File: src/rtl/spi_pwm_config_pkg.sv
`default_nettype none
// +----------------------------------------------------------------------+
// | spi_pwm_config_pkg: register map, frame size and FSM encoding         |
// | Revision: 1.0                                                         |
// +----------------------------------------------------------------------+
package spi_pwm_config_pkg;

    localparam int ADDR_EN_OUT_LO = 0;
    localparam int ADDR_EN_OUT_HI = 1;
    localparam int ADDR_EN_PWM_LO = 2;
    localparam int ADDR_EN_PWM_HI = 3;
    localparam int ADDR_DUTY      = 4;

    localparam int FRAME_BITS     = 16;
    localparam int CNT_W          = 5;

    typedef enum logic [1:0] {
        ST_WAIT_IDLE = 2'd0,
        ST_IDLE      = 2'd1,
        ST_RECV      = 2'd2,
        ST_COMMIT    = 2'd3
    } spi_state_t;

endpackage : spi_pwm_config_pkg
`default_nettype wire

File: src/rtl/spi_input_sync.sv
`default_nettype none
// +----------------------------------------------------------------------+
// | spi_input_sync: multi-flop synchronizer with rise/fall detection      |
// | Revision: 1.0                                                         |
// +----------------------------------------------------------------------+
module spi_input_sync #(
    parameter int SYNC_STAGES = 2
) (
    input  logic clk,
    input  logic rst_n,
    input  logic i_async,
    output logic o_sync,
    output logic o_rise,
    output logic o_fall
);

    logic [SYNC_STAGES-1:0] r_sync;
    logic                   r_hist;

    // Chain resets low so a pin that is high at reset release shows up as a
    // rising edge, which the WAIT_IDLE state deliberately ignores.
    always_ff @(posedge clk or negedge rst_n) begin
        if (!rst_n) begin
            r_sync <= '0;
            r_hist <= 1'b0;
        end else begin
            r_sync <= {r_sync[SYNC_STAGES-2:0], i_async};
            r_hist <= r_sync[SYNC_STAGES-1];
        end
    end

    assign o_sync = r_sync[SYNC_STAGES-1];
    assign o_rise = r_sync[SYNC_STAGES-1] & ~r_hist;
    assign o_fall = ~r_sync[SYNC_STAGES-1] & r_hist;

endmodule : spi_input_sync
`default_nettype wire

File: src/rtl/spi_pwm_config.sv
`default_nettype none
// +----------------------------------------------------------------------+
// | spi_pwm_config: SPI mode-0 write-only slave for PWM config registers  |
// | Revision: 1.0                                                         |
// +----------------------------------------------------------------------+
module spi_pwm_config
    import spi_pwm_config_pkg::*;
#(
    parameter int SYNC_STAGES = 2,
    parameter int ADDR_W      = 7,
    parameter int DATA_W      = 8,
    parameter int MAX_ADDR    = 4
) (
    input  logic              clk,
    input  logic              rst_n,
    input  logic              sclk,
    input  logic              copi,
    input  logic              ncs,
    output logic [DATA_W-1:0] en_reg_out_7_0,
    output logic [DATA_W-1:0] en_reg_out_15_8,
    output logic [DATA_W-1:0] en_reg_pwm_7_0,
    output logic [DATA_W-1:0] en_reg_pwm_15_8,
    output logic [DATA_W-1:0] pwm_duty_cycle,
    output logic              wr_strobe,
    output logic              frame_err
);

    logic w_sclk_sync, w_sclk_rise, w_sclk_fall;
    logic w_ncs_sync,  w_ncs_rise,  w_ncs_fall;
    logic w_copi_sync, w_copi_rise, w_copi_fall;

    spi_input_sync #(.SYNC_STAGES(SYNC_STAGES)) u_sync_sclk (
        .clk(clk), .rst_n(rst_n), .i_async(sclk),
        .o_sync(w_sclk_sync), .o_rise(w_sclk_rise), .o_fall(w_sclk_fall)
    );
    spi_input_sync #(.SYNC_STAGES(SYNC_STAGES)) u_sync_ncs (
        .clk(clk), .rst_n(rst_n), .i_async(ncs),
        .o_sync(w_ncs_sync), .o_rise(w_ncs_rise), .o_fall(w_ncs_fall)
    );
    spi_input_sync #(.SYNC_STAGES(SYNC_STAGES)) u_sync_copi (
        .clk(clk), .rst_n(rst_n), .i_async(copi),
        .o_sync(w_copi_sync), .o_rise(w_copi_rise), .o_fall(w_copi_fall)
    );

    logic w_unused;
    assign w_unused = &{1'b0, w_sclk_sync, w_sclk_fall, w_copi_rise, w_copi_fall};

    spi_state_t             r_state, w_state_nxt;
    logic [FRAME_BITS-1:0]  r_shreg;
    logic [CNT_W-1:0]       r_bit_cnt;
    logic [DATA_W-1:0]      r_regs [MAX_ADDR+1];
    logic                   r_wr_strobe, r_frame_err;
    logic                   w_clear, w_shift, w_accept, w_reject, w_frame_ok;
    logic [ADDR_W-1:0]      w_addr;
    logic [DATA_W-1:0]      w_data;

    assign w_addr     = r_shreg[DATA_W +: ADDR_W];
    assign w_data     = r_shreg[DATA_W-1:0];
    assign w_frame_ok = (r_bit_cnt == CNT_W'(FRAME_BITS)) && r_shreg[FRAME_BITS-1]
                        && (w_addr <= ADDR_W'(MAX_ADDR));

    always_ff @(posedge clk or negedge rst_n) begin
        if (!rst_n) r_state <= ST_WAIT_IDLE;
        else        r_state <= w_state_nxt;
    end

    always_comb begin
        w_state_nxt = r_state;
        w_clear     = 1'b0;
        w_shift     = 1'b0;
        w_accept    = 1'b0;
        w_reject    = 1'b0;
        case (r_state)
            ST_WAIT_IDLE: begin
                w_clear = 1'b1;
                if (w_ncs_sync) w_state_nxt = ST_IDLE;
            end
            ST_IDLE: begin
                w_clear = 1'b1;
                if (w_ncs_fall) w_state_nxt = ST_RECV;
            end
            ST_RECV: begin
                w_shift = w_sclk_rise & ~w_ncs_sync;
                if (w_ncs_rise) w_state_nxt = ST_COMMIT;
            end
            ST_COMMIT: begin
                w_accept    = w_frame_ok;
                w_reject    = ~w_frame_ok;
                w_state_nxt = ST_IDLE;
            end
            default: w_state_nxt = ST_WAIT_IDLE;
        endcase
    end

    // Bit count saturates one past a full frame so over-length frames stay rejected.
    always_ff @(posedge clk or negedge rst_n) begin
        if (!rst_n) begin
            r_shreg     <= '0;
            r_bit_cnt   <= '0;
            r_wr_strobe <= 1'b0;
            r_frame_err <= 1'b0;
            for (int i = 0; i <= MAX_ADDR; i++) r_regs[i] <= '0;
        end else begin
            r_wr_strobe <= w_accept;
            r_frame_err <= w_reject;
            if (w_clear) begin
                r_shreg   <= '0;
                r_bit_cnt <= '0;
            end else if (w_shift) begin
                r_shreg <= {r_shreg[FRAME_BITS-2:0], w_copi_sync};
                if (r_bit_cnt != CNT_W'(FRAME_BITS + 1)) r_bit_cnt <= r_bit_cnt + 1'b1;
            end
            if (w_accept) begin
                case (w_addr)
                    ADDR_W'(ADDR_EN_OUT_LO): r_regs[ADDR_EN_OUT_LO] <= w_data;
                    ADDR_W'(ADDR_EN_OUT_HI): r_regs[ADDR_EN_OUT_HI] <= w_data;
                    ADDR_W'(ADDR_EN_PWM_LO): r_regs[ADDR_EN_PWM_LO] <= w_data;
                    ADDR_W'(ADDR_EN_PWM_HI): r_regs[ADDR_EN_PWM_HI] <= w_data;
                    ADDR_W'(ADDR_DUTY):      r_regs[ADDR_DUTY]      <= w_data;
                    default: ;
                endcase
            end
        end
    end

    assign en_reg_out_7_0  = r_regs[ADDR_EN_OUT_LO];
    assign en_reg_out_15_8 = r_regs[ADDR_EN_OUT_HI];
    assign en_reg_pwm_7_0  = r_regs[ADDR_EN_PWM_LO];
    assign en_reg_pwm_15_8 = r_regs[ADDR_EN_PWM_HI];
    assign pwm_duty_cycle  = r_regs[ADDR_DUTY];
    assign wr_strobe       = r_wr_strobe;
    assign frame_err       = r_frame_err;

endmodule : spi_pwm_config
`default_nettype wire

File: config.mk
export PLATFORM = sky130hd
export DESIGN_NAME = spi_pwm_config
export DESIGN_NICKNAME = d
export VERILOG_FILES = /design/src/rtl/spi_pwm_config_pkg.sv /design/src/rtl/spi_input_sync.sv /design/src/rtl/spi_pwm_config.sv
export SDC_FILE = /design/constraint.sdc
export NUM_CORES = 1
export LEC_CHECK = 0
export CORE_MARGIN = 2
export CORE_UTILIZATION = 32
export DETAILED_ROUTE_END_ITERATION = 16
export SETUP_SLACK_MARGIN = 0.02
export SYNTH_ARGS = -nofsm -noshare
export SYNTH_HDL_FRONTEND = slang
export SYNTH_HIERARCHICAL = 1
export SYNTH_SLANG_ARGS = --single-unit
File: constraint.sdc
create_clock -name clk -period 3.55 [get_ports clk]
set_input_delay 0.5325 -clock clk [delete_from_list [all_inputs] [get_ports clk]]
set_output_delay 0.5325 -clock clk [all_outputs]
set_load 0.05 [all_outputs]
; Word-level counts from Yosys, hierarchy flattened
; Index checks and enable logic that the tools add are counted.
[word_totals]
inputBits = 5
reg_bits = 73
mem_count = 0
ram_bits = 0
rom_bits = 0
elab_cells = 64
latch_bits = 0
out_inout_bits = 42
[op_classes]
shift = 0
order_cmp = 1
n_addsub = 1
div_mod_pow = 0
bitwise_logic = 8
n_eq_ne = 12
mux = 13
multipliers = 0
n_reduce_logical = 14
[op_table]
columns = op, n
row1 = $mux W16, 2
row2 = $mux W5, 3
row3 = $eq A7 B2 Y1 const B, 2
row4 = $reduce_and A2 Y1, 6
row5 = $pmux W2 S4, 1
row6 = $eq A7 B1 Y1 const B, 1
row7 = $eq A7 B3 Y1 const B, 1
row8 = $le A7 B3 Y1 const B, 1
row9 = $logic_not A7 Y1, 1
row10 = $mux W2, 3
row11 = $ne A2 B1 Y1 const B, 3
row12 = $add A5 B1 Y5 const B, 1
row13 = $eq A5 B5 Y1 const B, 1
row14 = $ne A5 B5 Y1 const B, 1
row15 = $and A1 B1 Y1, 4
row16 = $eq A2 B2 Y1 const B, 2
row17 = $mux W1, 4
row18 = $not A1 Y1, 4
row19 = $reduce_bool A2 Y1, 2
row20 = $reduce_and A3 Y1, 1
row21 = $eq A2 B1 Y1 const B, 1
row22 = $logic_and A1 B1 Y1, 2
row23 = $logic_not A2 Y1, 1
row24 = $reduce_or A2 Y1, 1

; Depth between registers and ports, before layout
; Gate-level depths: netlist of run 1.
[logic_depth]
depth_word = 6
mapped_depth = 7
depth_no_buf = 5

; Hierarchy
; The synthesis of run 1 kept the hierarchy.
[modules_own_cells]
columns = mod, cells_each, instances, area_per_inst_um2, seq_area_each_um2
row1 = spi_pwm_config, 219, 1, 2775.2, 1626.6
row2 = spi_input_sync, 5, 3, 90.1, 75.1

; Worst setup path after synthesis of run 1
; Ideal clock, no wire load.
[synth_path]
path_type = register to register
start = reg r_bit_cnt[0]
end = reg r_regs (netlist bit en_reg_out_15_8[0])
stages_incl_launch_ff = 6
setup_time_ns = 0.125
setup_slack_ns = 1.854
arrival_time_ns = 1.572
n_path_buf = 0
period_less_slack_ns = 1.696
t_required_ns = 3.425
path_cell_list = dfrtp_1 inv_1 ha_1 nor4b_4 nand4_2 mux2_2
[synth_between]
elab_chain_len = 5
[synth_rtl]
columns = element, line
row1 = start: declaration, spi_pwm_config.sv:50  ; logic [CNT_W-1:0] r_bit_cnt;
row2 = start signal: assignment, spi_pwm_config.sv:111  ; if (r_bit_cnt != CNT_W'(FRAME_BITS + 1)) r_bit_cnt <= r_bit_cnt + 1'b1;
row3 = $eq A5 B5 Y1, spi_pwm_config.sv:59  ; assign w_frame_ok = (r_bit_cnt == CNT_W'(FRAME_BITS)) && r_shreg[FRAME_BITS-1]
row4 = $logic_and A1 B1 Y1, spi_pwm_config.sv:59
row5 = $logic_and A1 B1 Y1, spi_pwm_config.sv:60  ; && (w_addr <= ADDR_W'(MAX_ADDR));
row6 = $mux W1, spi_pwm_config.sv:73  ; case (r_state)
row7 = $reduce_and A2 Y1 (no source line), n/a
row8 = end signal: indexed assignment, spi_pwm_config.sv:115  ; ADDR_W'(ADDR_EN_OUT_LO): r_regs[ADDR_EN_OUT_LO] <= w_data;
row9 = end signal: indexed assignment, spi_pwm_config.sv:116  ; ADDR_W'(ADDR_EN_OUT_HI): r_regs[ADDR_EN_OUT_HI] <= w_data;
row10 = end signal: indexed assignment, spi_pwm_config.sv:117  ; ADDR_W'(ADDR_EN_PWM_LO): r_regs[ADDR_EN_PWM_LO] <= w_data;
row11 = end: declaration, spi_pwm_config.sv:51  ; logic [DATA_W-1:0] r_regs [MAX_ADDR+1];
; No other way between the ends.
; A chain may end at the register's enable or synchronous reset.

; Final worst setup path of run 1
[layout_path]
start = reg r_state[0]
end = reg r_bit_cnt[0]
[layout_between]
elab_chain_len = 5
elab_cells_between_ends = 10
classes_between = eq/ne (2) / mux (3) / reduce/logical (5)
[layout_rtl]
columns = element, line
row1 = start: declaration, spi_pwm_config.sv:48  ; spi_state_t r_state, w_state_nxt;
row2 = start signal: assignment, spi_pwm_config.sv:64  ; else r_state <= w_state_nxt;
row3 = $eq A2 B1 Y1 or $logic_not A2 Y1 (tied branches), spi_pwm_config.sv:73
row4 = $reduce_or A2 Y1 (no source line), n/a
row5 = $mux W1, spi_pwm_config.sv:73
row6 = $reduce_bool A2 Y1 (no source line), n/a
row7 = $reduce_and A2 Y1 (no source line), n/a
; Parallel ways exist; a longest one is shown, timed or not.

==> results of run 1 <==
layer usage:
layer | vias to the layer above | global-route usage, % | routed length, um
li1 | 911 | - | -
met1 | 949 | 18.4 | 2910
met2 | 50 | 17.5 | 2560
met3 | 8 | 5.06 | 319
met4 | 0 | 4.74 | 92
met5 | - | 0 | 0
flip-flops by register name (all words and copies together), names as in the netlist:
signal              flops
en_reg_out_15_8         8
u_sync_ncs/r_hist       1
u_sync_ncs/r_sync       2
r_shreg                16
r_bit_cnt               5
u_sync_sclk/r_hist      1
u_sync_copi/r_sync      2
u_sync_sclk/r_sync      2
pwm_duty_cycle          8
en_reg_pwm_15_8         8
r_state                 2
en_reg_out_7_0          8
en_reg_pwm_7_0          8
frame_err               1
wr_strobe               1
metrics by stage:
step | setup slack [ps] | total power, mW | hold WS [ps] | cells
6_report | 1390 | 1.72 | 230 | 396
5_1_grt | 1170 | 1.82 | 246 | 396
4_1_cts | 1370 | 1.75 | 245 | 396
3_5_place_dp | 1390 | 1.13 | 335 | 382
3_3_place_gp | 1420 | 1.13 | 336 | 382
2_1_floorplan | 1850 | 1.05 | 237 | 230
worst max-delay path: cells and delay by family, from the launching register on:
family / cells / cell delay (ps)
compound gates: 1 / 160
fa+ha+maj: 1 / 220
flops: 1 / 420
buf+inv: 1 / 110
simple gates: 2 / 1170
final timing paths:
path | slack (ps) | from | to | cells after the start
hold / removal | 230 | rst_n | u_sync_ncs/r_sync[1] | 2
setup / recovery | 1390 | r_state[0] | r_bit_cnt[0] | 5
max in group asynchronous | 2950 | rst_n | en_reg_out_15_8[7] | 2
setup reg to reg | 1390 | r_state[0] | r_bit_cnt[0] | 5
min in group clk | 350 | u_sync_ncs/r_sync[0] | u_sync_ncs/r_sync[1] | 0
hold reg to reg | 350 | u_sync_ncs/r_sync[0] | u_sync_ncs/r_sync[1] | 0
area by class of cell:
| class | count | area [um^2] |
|---|---|---|
| clock inverter | 5 | 58.8 |
| multi-input combinational | 143 | 1120 |
| tap | 111 | 139 |
| clock buffer | 9 | 124 |
| timing repair buffer | 48 | 470 |
| fill | 853 | 5390 |
| inverter | 7 | 26.3 |
| sequential | 73 | 1830 |
power by group through the flow:
stage                     clock network (mW)  logic (mW)  registers [mW]
final                                  0.613       0.234           0.876
after global routing                   0.679       0.265           0.880
after CTS                              0.634       0.239           0.876
after detailed placement                   0       0.237           0.893
after global placement                     0       0.234           0.891
after floorplan                            0       0.147           0.906
==> impl_metrics.yaml, run 1 <==
global_route:
  maximum_number_of_pins_on_one_net_before_global_route_repair: 39
  gr-usage-all-layers_pct: 12.9
  globalRouteOverflowTotal: 0
  wire_length_of_the_first_global_routing_pass_um: 9830
  via_count_of_the_first_global_routing_pass: 1874
  number_of_antenna_violations_at_the_first_check_in_global_routing: 0
sta:
  timing.final.max_slew_violations: 0
  setup_tns_ps: 0
  tightestPinTransition_ps: 836
  worst_clk_skew_ps: 9.17
  max_clock_freq_mhz: 464
  number_of_hold_violations_in_the_final_report: 0
  timing.max_slew.rel_slack_pct: 44.1
  layout_worst_path_cycle_share_pct: 60.7
  finalWorstPathRequiredPeriod_ps: 2160
  final-setup-viol-count: 0
  grt_setup_unrepaired: "false"
detailed_routing:
  drt_first_pass_iters: 4
  detail_route.vias_per_cell: 4.84
  drc: 0
  drt-total-wl_um: 5890
  detail-route-antenna-nets: 0
  num_vias: 1918
  drt_iter0_markers: 118
  detail_route.wl_per_cell_um: 14.9
floorplanning:
  core_region_area_mm2: 0.00915
  row_count: 35
  die_height_um: 101
  io-pin-count: 47
  die_area_mm2: 0.0102
  initial_core_util_pct: 32.7
  die_width_um: 101
place:
  hpwl_um: 3880
  count_of_port_buffers_added_during_placement: 46
  dpl-instance-area_mm2: 0.00358
  gpl.final_weighted_congestion: 0.698
clock_tree:
  clock_tree_from_tritoncts: "built"
  cts_max_level: 3
  clk-insertion-delay-late_ps: 350
  ctsRootBufferMaster: "clkbuf_8"
  post-cts-setup-buffer-count: 0
  clk_path_buf_depth: 2
  cts_resized: 0
  total_clock_buffers_created_by_cts: 9
  worst_setup_hold_path_clk_slew_ps: 80
  clkSinkCount: 73
  hold_buffer_count_at_cts: 0
finish:
  layout-drive-gt1-share_pct: 24.2
  n_antenna_cell: 0
  nets_finish: 295
  final_cell_area_mm2: 0.00376
  postLayoutCoreUtil_pct: 41.1
  areaGrowthSynthToFinish_pct: 25.6
  mostFrequentLayoutCell: "dfrtp_1"
  most-common-layout-cells: "73 x dfrtp_1, 45 x clkdlybuf4s50_1, 41 x mux2_2"
power:
  switching_share_pct: 27.6
  power_density_mw_per_mm2: 458
  net-switching-power_mw: 0.475
  power.share.combinational_pct: 13.6
  power.share.clock_pct: 35.6
  seq_power_share_pct: 50.9
  vdd_ir_drop_max_mv: 0.241
  power.leakage_nw: 1.73
  cell_internal_pwr_mw: 1.25
critical_path:
  cp.arrival_ps: 2420
  critical_path_class: "flop to flop"
  critPathCaptureType: "flop"
  worstPathCellList: "inv_1 > ha_1 > nand3b_1 > or3_1 > a21oi_1"
  slowest_delay_ps: 590
  critical-path-slowest-cell: "nand3b_1"
  timing.critical_path.from_type: "flop"
  crit_path_max_fanout: 22
  critical_path_required_ps: 3810
run:
  cap_violations: 0
synth:
  yosys_warnings: 6
  synthesis.nets: 243
  syn_avg_cell_area_um2: 13.0
  cells_after_synthesis: 230
  synthesis.area_mm2: 0.00300
hold_path:
  hp-class: "input port to async pin"
outcome:
  result_of_the_run: "finished clean"
(Power assumes the default switching activity.)
==> run 2: changes to the inputs <==
==> constraint.sdc (replaced) <==
create_clock -name clk -period 1.8 [get_ports clk]
set_input_delay 0.27 -clock clk [delete_from_list [all_inputs] [get_ports clk]]
set_output_delay 0.27 -clock clk [all_outputs]
set_load 0.05 [all_outputs]
==> run 2 against run 1 <==
Net effect:
- via count up 3.3%
- core utilization up 1.7 points
- flip-flop and latch count unchanged
- worst setup slack worse by 1300 ps
- clock skew about the same
- critical path type unchanged
- largest power group unchanged
==> impl_metrics.yaml, run 2 (synthesis gave the netlist of run 1 again) <==
outcome:
  result_of_the_run: "finished clean"
global_route:
  via_count_of_the_first_global_routing_pass: 1986
  wire_length_of_the_first_global_routing_pass_um: 10200
  globalRouteOverflowTotal: 0
  gr-usage-all-layers_pct: 13.2
  number_of_antenna_violations_at_the_first_check_in_global_routing: 0
  maximum_number_of_pins_on_one_net_before_global_route_repair: 59
clock_tree:
  clk_path_buf_depth: 2
  worst_setup_hold_path_clk_slew_ps: 80
  clkSinkCount: 73
  cts_max_level: 3
  clk-insertion-delay-late_ps: 340
  ctsRootBufferMaster: "clkbuf_8"
  clock_tree_from_tritoncts: "built"
  total_clock_buffers_created_by_cts: 9
  post-cts-setup-buffer-count: 0
run:
  cap_violations: 0
critical_path:
  timing.critical_path.from_type: "flop"
  regToRegEndpoint: "en_reg_out_15_8[7]"
  cp.arrival_ps: 1920
  critical-path-slowest-cell: "dfrtp_1"
  critical_path_required_ps: 2030
  regToRegSetupSlack_ps: 110
  slowest_delay_ps: 420
  logic_depth_of_the_worst_register_to_register_path: 5
  r2r_start: "r_state[0]"
  worstPathCellList: "ha_1 > and3b_2 > nand4_2 > buf_4 > mux2_2"
  critical_path_class: "flop to flop"
  critPathCaptureType: "flop"
  crit_path_max_fanout: 6
floorplanning:
  die_width_um: 101
  row_count: 35
  die_area_mm2: 0.0102
  die_height_um: 101
  io-pin-count: 47
  core_region_area_mm2: 0.00915
  initial_core_util_pct: 32.7
sta:
  final-setup-viol-count: 0
  number_of_hold_violations_in_the_final_report: 0
  layout_worst_path_cycle_share_pct: 94.2
  worst_clk_skew_ps: 8.76
  grt_setup_unrepaired: "false"
  timing.final.max_slew_violations: 0
  tightestPinTransition_ps: 506
  timing.max_slew.rel_slack_pct: 66.2
  setup_tns_ps: 0
  finalWorstPathRequiredPeriod_ps: 1690
  max_clock_freq_mhz: 590
  whs_ps: 351
finish:
  n_antenna_cell: 0
  most-common-layout-cells: "73 x dfrtp_1, 41 x mux2_2, 36 x nand2_1"
  fillCellCount: 860
  areaGrowthSynthToFinish_pct: 30.9
  max_flop_register: "r_shreg"
  mostFrequentLayoutCell: "dfrtp_1"
  postLayoutCoreUtil_pct: 42.8
  largest_register_ffs: 16
  layout-drive-gt1-share_pct: 31.5
  nets_finish: 310
power:
  power_density_mw_per_mm2: 933
  vdd_ir_drop_max_mv: 0.424
  power.leakage_nw: 2.14
detailed_routing:
  drt-total-wl_um: 6150
  detail_route.vias_per_cell: 4.80
  drc: 0
  drt_iter0_markers: 69
  detail-route-antenna-nets: 0
  drt_first_pass_iters: 4
  detail_route.wl_per_cell_um: 14.9
  num_vias: 1982
hold_path:
  min-delay-start: "u_sync_ncs/r_sync[0]"
  sink_of_the_worst_hold_path: "u_sync_ncs/r_sync[1]"
  min_delay_path_depth: 0
  hp-class: "flop to flop"
place:
  gpl.final_weighted_congestion: 0.747
  count_of_port_buffers_added_during_placement: 46
  hpwl_um: 4170
[run 2: worst max path at each step]
stage / startpoint / to / slack (ps)
2_1_floorplan: r_bit_cnt[0] / en_reg_out_15_8[0] / 100
3_3_place_gp: r_state[0] / en_reg_pwm_15_8[3] / 60
3_5_place_dp: r_state[0] / en_reg_pwm_15_8[7] / -50
4_1_cts: r_state[0] / en_reg_pwm_15_8[7] / -50
5_1_grt: r_bit_cnt[1] / en_reg_out_15_8[5] / 30
6_report: r_state[0] / en_reg_out_15_8[7] / 110
[run 2: power by group]
group          internal [mW]  leakage, nW  switching (mW)
logic                  0.199         1.04           0.335
registers               1.69        0.995          0.0347
clock network          0.780        0.106           0.621
[run 2: critical path, delay by kind of cell (launching register included)]
kind | cells | cell delay [ps]
AND/OR/NAND/NOR | 2 | 430
multiplexers | 1 | 340
flip-flops | 1 | 420
adder cells (fa/ha/maj) | 1 | 240
buffers and inverters | 1 | 170
[run 2: timing repair]
item                                   4_1_cts  5_1_grt
setup endpoints to repair                   39       50
hold buffers                                 1        0
endpoints found under the hold margin       15        0
resized for setup                           23       14
[run 2: final cells by class]
class | instances | area (um^2) | area share (%)
sequential | 73 | 1830 | 46.6
multi-input combinational | 143 | 1140 | 29.0
timing repair buffer | 63 | 576 | 14.7
tap | 111 | 139 | 3.54
clock buffer | 9 | 124 | 3.16
clock inverter | 7 | 93.8 | 2.39
inverter | 7 | 26.3 | 0.670
[run 2: per-layer routing]
metal  up-vias  GRT usage (%)  wire length (um)
met5         -              0                 0
met3         4           3.95               274
met4         0           5.37                68
li1        939              -                 -
met1       995           18.2              2920
met2        44           19.3              2880
[run 2: stage by stage]
stage | instances | setup WS [ps] | power [mW] | instance area [um^2]
3_5_place_dp | 396 | -47.2 | 2.29 | 3670
6_report | 413 | 105 | 3.66 | 3920
4_1_cts | 413 | -51.2 | 3.71 | 3870
5_1_grt | 413 | 27.9 | 3.86 | 3920
3_3_place_gp | 396 | 59.6 | 2.28 | 3670
2_1_floorplan | 230 | 104 | 2.08 | 3000
